===== config.mk =====
export PLATFORM = sky130hd
export DESIGN_NAME = cdc_hs_rx
export DESIGN_NICKNAME = d
export VERILOG_FILES = /design/src/rtl/cdc_hs_rx.sv
export SDC_FILE = /design/constraint.sdc
export NUM_CORES = 1
export LEC_CHECK = 0
export ABC_AREA = 1
export BUFFER_PORTS_ARGS = -buffer_cell sky130_fd_sc_hd__buf_2
export CAP_MARGIN = 20
export CORE_MARGIN = 5
export CORE_UTILIZATION = 50
export DETAILED_ROUTE_END_ITERATION = 10
export PLACE_DENSITY_LB_ADDON = 0.12
export RECOVER_POWER = 100
export SETUP_SLACK_MARGIN = 0.4
export SYNTH_ARGS = -nofsm -noshare
export SYNTH_HDL_FRONTEND = slang
export SYNTH_SLANG_ARGS = --single-unit

===== constraint.sdc =====
create_clock -name clk -period 1.39 [get_ports clk]
set_input_delay 0.278 -clock clk [delete_from_list [all_inputs] [get_ports clk]]
set_output_delay 0.278 -clock clk [all_outputs]
set_load 0.1 [all_outputs]

===== src/rtl/cdc_hs_rx.sv =====
// cdc_hs_rx: 4-phase req/ack responder that captures a word and delivers it on valid/ready
module cdc_hs_rx #(
  parameter int DATA_W      = 8,
  parameter int SYNC_STAGES = 2,
  parameter int CNT_W       = 16
) (
  input  logic              clk,
  input  logic              rst,
  input  logic              req_i,
  input  logic [DATA_W-1:0] data_i,
  output logic              ack_o,
  output logic [DATA_W-1:0] data_o,
  output logic              valid_o,
  input  logic              ready_i,
  output logic              err_o,
  input  logic              err_clr_i,
  output logic [CNT_W-1:0]  xfer_cnt_o
);
  typedef enum logic [1:0] {IDLE, HOLD, WAIT_LOW} state_t;
  state_t state;
  logic [SYNC_STAGES-1:0] sync;
  logic req_s;
  assign req_s = sync[SYNC_STAGES-1];
  always_ff @(posedge clk)
    if (rst) sync <= '0;
    else     sync <= {sync[SYNC_STAGES-2:0], req_i};
  always_ff @(posedge clk) begin
    if (rst) begin
      state      <= IDLE;
      ack_o      <= 1'b0;
      valid_o    <= 1'b0;
      data_o     <= '0;
      err_o      <= 1'b0;
      xfer_cnt_o <= '0;
    end else begin
      err_o <= (state == HOLD && !req_s) | (err_o & ~err_clr_i);
      case (state)
        IDLE: if (req_s) begin
          data_o  <= data_i;
          valid_o <= 1'b1;
          state   <= HOLD;
        end
        HOLD: if (ready_i) begin
          valid_o    <= 1'b0;
          ack_o      <= 1'b1;
          xfer_cnt_o <= xfer_cnt_o + 1'b1;
          state      <= WAIT_LOW;
        end
        WAIT_LOW: if (!req_s) begin
          ack_o <= 1'b0;
          state <= IDLE;
        end
        default: state <= IDLE;
      endcase
    end
  end
endmodule


==> results of run 1 <==
==> timing repair <==
item / in CTS
pin swaps: 4
setup buffers: 16
endpoints found under the setup margin: 50
gates resized for setup: 90
==> metrics by stage <==
stage / cell area, um2 / hold WS, ns / util, %
floorplan: 1460 / 0.337 / -
global placement: 1800 / 0.393 / 70.8
detailed placement: 1800 / 0.403 / 70.8
CTS: 2330 / 0.130 / 91.4
==> cell families after synthesis <==
| family | Yosys count |
|---|---|
| xor gates and xnor gates | 1 |
| buffers and inverters | 29 |
| AOI/OAI and AO/OA | 30 |
| adders and majority gates | 1 |
| and+or+nand+nor | 94 |
| DFF | 31 |
==> Yosys cell counts (2+ instances only) <==
cell type  number
o21ai_0        14
nand2_1        22
nor3_1          4
nand3_2         2
o21ai_1         3
nor2_1         41
nand3_1        13
dfxtp_1        31
nand2_2         2
nand4_1         3
inv_1          23
nor2_2          3
inv_2           3
a21oi_1        11
==> run metrics, run 1 <==
Worst End Pin Type register input; CTS Buf Count 5; status did not finish; post-place setup slack 0.174 ns; H-tree depth 2; ys flop type dfxtp_1; CTS sink cnt 31; IO Pins 40; Site Rows 18; DP Cell Count 255; Synth area leaders dfxtp_1, nor2_1, inv_1, nand2_1, o21ai_0; Clock Tree Buf Depth 2; Synth Area in XOR/XNOR 0.645%; synth unique cells 25; GR repair worst EP xfer_cnt_o[12]$_SDFFE_PP0P_/D; Initial Utilization a little over half; sequential area share after synthesis 45.7%; dominant cell type by area after synthesis dfxtp_1; Compound-Gate Fraction of Synth Area 11.5%; EDFF count, synth 0; CTS root buffer clkbuf_4; Port Buffers 39; DPL Wire Length 2510 um; Die Y-Extent 62.1 um; syn nets 200; post-synthesis sequential element count 31; ys async rst share 0%; Hold Buf Count CTS 0; synth warn 0; Post-Synthesis Cells 186; Yosys top cell area share between 40% and 50%; mux cell area share after synthesis 0%; Failed at global routing; adder-cell share of the synthesized area 0.922%; Post-Syn Area per Cell around 7.3 um2; Netlist Area Pre-Place ~1400 um2; largest family of logic cells by synthesized area simple AND/OR/NAND/NOR gates; die width 62.1 um; routability congestion estimate 0.882; largest net degree at the start of global routing 19; error msg [ERROR DPL-0038] Utilization greater than 100%, impossible to legalize; post-synthesis simple-gate area fraction 32.5%
==> inputs of run 2 (changes only) <==
--- a/config.mk
+++ b/config.mk
@@ -9,11 +9,10 @@
 export BUFFER_PORTS_ARGS = -buffer_cell sky130_fd_sc_hd__buf_2
 export CAP_MARGIN = 20
 export CORE_MARGIN = 5
-export CORE_UTILIZATION = 50
+export CORE_UTILIZATION = 36
 export DETAILED_ROUTE_END_ITERATION = 10
-export PLACE_DENSITY_LB_ADDON = 0.12
+export PLACE_DENSITY_LB_ADDON = 0.15
 export RECOVER_POWER = 100
-export SETUP_SLACK_MARGIN = 0.4
 export SYNTH_ARGS = -nofsm -noshare
 export SYNTH_HDL_FRONTEND = slang
 export SYNTH_SLANG_ARGS = --single-unit
==> run 2 against run 1 <==
Net effect: the flow now finishes without violations; area after synthesis is the same; synthesized cell count unchanged.
==> run metrics, run 2 <==
maxcap violations 0; Port Buffers 39 (unchanged); top cells by count, synth nor2_1, dfxtp_1, inv_1 (unchanged); Psw between 500 and 600 uW; Post-Syn Area per Cell 7.30 um2 (unchanged); first-pass GRT wire length 5260 um; Power Density 1080 nW/um2; Clk pin slew, worst setup/hold paths 0.07 ns; most frequent cells in the layout nor2_1, buf_2, inv_1, nand2_1, dfxtp_1; vias per inst around 4.6; initial antenna violation count 0; Max Freq 0.732 GHz; clock power share 41.2%; EDFF count, synth 0 (unchanged); Max Slew Vio Count 0; Overflow after GRT 0; die width 71.4 um (was 62.1 um); Post-Synthesis Cells 186 (unchanged); DPL Wire Length 2350 um (was 2510 um); max FFs per register 16; CTS sink cnt 31 (unchanged); worst endpoint required time 1.11 ns; vias in the first global route about 1200; DP Cell Count 274 (was 255); GRT Util Overall 13.2%; biggest regs xfer_cnt_o (16), data_o (8); synth warn 0 (unchanged); Synth area leaders dfxtp_1, nor2_1, inv_1, nand2_1, o21ai_0 (unchanged); critical path arrival 1.09 ns; Netlist Area Pre-Place 1360 um2 (unchanged); ys async rst share 0% (unchanged); Final Util 49.0%; CP Launch Type flop; Area Overhead vs Synth 32.2%; IO Pins 40 (unchanged); via count around 1300; RSZ-0062 raised after global routing no; Yosys top cell area share 45.7% (unchanged); H-tree depth 2 (unchanged); largest reg by FF count xfer_cnt_o; Site Rows 22 (was 18); Post-Layout Cell Count 283; Crit Path Category reg -> out; clock skew 0.00882 ns; sequential area share after synthesis 45.7% (unchanged); fin crit period 1.37 ns; Worst slew margin 64.2%; worst hold margin 0.189 ns; synth unique cells 25 (unchanged); IR drop worst, VDD 0.500 mV; # nets final 248; Comb power frac a little under an eighth; Crit-path slowest cell buf_2; largest net degree at the start of global routing 14; TritonCTS clock tree yes; CTS root buffer clkbuf_8 (was clkbuf_4); post-synthesis sequential element count 31 (unchanged); crit-path max cell delay 0.44 ns; share of cells above drive strength 1 between 30% and 40%; Leak approximately 0.00075 uW; Net Sw Frac 27.8%; Worst-Skew Late Latency 0.28 ns; Filler cells 396; multi-input logic area about 630 um2; Slew @ Worst Pin 0.539 ns; most common cell after layout, fill and taps aside nor2_1; Reg area 653 um2; Initial Utilization 37.1% (was 53.3%); Worst Setup End Kind output pin; DR DRC count 0; Clock Tree Buf Depth 2 (unchanged); Starting DRT DRC Count 29; routability congestion estimate 0.761 (was 0.882); drt total wl 3170 um; Tcrit/Tclk final between 90% and 100%; Tightest Hold Check Type in -> reg; n_diodes 0; Buf/Inv on CP 1; top-count cell post-synth nor2_1 (unchanged); dominant cell type by area after synthesis dfxtp_1 (unchanged); status finished, final reports clean (was did not finish); drt first pass iters 4; share of power burned in registers 47.0%; Cell Chain, Critical Path buf_2; setup ws final 0.0248 ns; per-cell routed wire length 11.2 um; cell family with most CP delay buffers and inverters; post-place setup slack 0.159 ns (was 0.174 ns); Core Area about 3700 um2; ys flop type dfxtp_1 (unchanged); antenna-violating nets left 0; Pint 1390 uW; final setup vio count 0; die area 5100 um2; syn nets 200 (unchanged); crit-path max FO 3; Final Hold Fails 0; Die Y-Extent 71.4 um (was 62.1 um); CTS Buf Count 5 (unchanged)
run 2: final cells by class:
type                       count  share of cell area (%)
sequential                    31                    36.4
multi-input combinational    126                    35.4
timing repair buffer          44                    13.7
inverter                      26                    5.44
clock buffer                   7                    5.37
tap                           48                    3.35
clock inverter                 1                   0.418
run 2: cell families after synthesis:
logic type               share of synthesized area (%)
buffers and inverters                             8.66
adder cells (fa/ha/maj)                          0.922
AO/OA/AOI/OAI                                     11.5
flip-flops                                        45.7
AND/OR/NAND/NOR                                   32.5
XOR/XNOR                                         0.645
run 2: timing repair:
item,CTS,global route
gates resized for setup,0,3
setup endpoints to repair,0,3
setup buffers,0,1
hold buffers,0,0
run 2: path summary, 6_finish.rpt:
check / from / endpoint / slack, ns / cells past startpoint
worst max register to register: state[0]$_SDFFE_PP0P_ / xfer_cnt_o[10]$_SDFFE_PP0P_ / 0.13 / 8
worst max-delay path: xfer_cnt_o[14]$_SDFFE_PP0P_ / xfer_cnt_o[14] / 0.02 / 1
worst min register to register: sync[0]$_SDFF_PP0_ / sync[1]$_SDFF_PP0_ / 0.40 / 2
worst min-delay path: req_i / sync[0]$_SDFF_PP0_ / 0.19 / 3
run 2: metrics by stage:
stage / total power (uW) / area [um2] / TNS [ns]
detailed placement: 1160 / 1770 / 0
CTS: 1950 / 1880 / 0
floorplan: 1100 / 1420 / -0.0359
global placement: 1160 / 1770 / 0
global route: 2000 / 1790 / 0
finish: 1930 / 1790 / 0
run 2: power by group through the flow:
stage	sequential (uW)	clock, uW	combinational, uW
after global placement	922	0	235
after floorplan	1050	0	55.4
after detailed placement	922	0	234
after global routing	911	849	244
after CTS	902	817	234
final	908	796	228
run 2: routing by layer:
| layer | global-route usage [%] | part of all wire [%] |
|---|---|---|
| met3 | 3.65 | 6.7 |
| met4 | 6.89 | 2.0 |
| met1 | 17.6 | 49 |
| met5 | 0 | 0 |
| met2 | 19.3 | 43 |
Note: power is estimated with default switching activity, not from simulation.
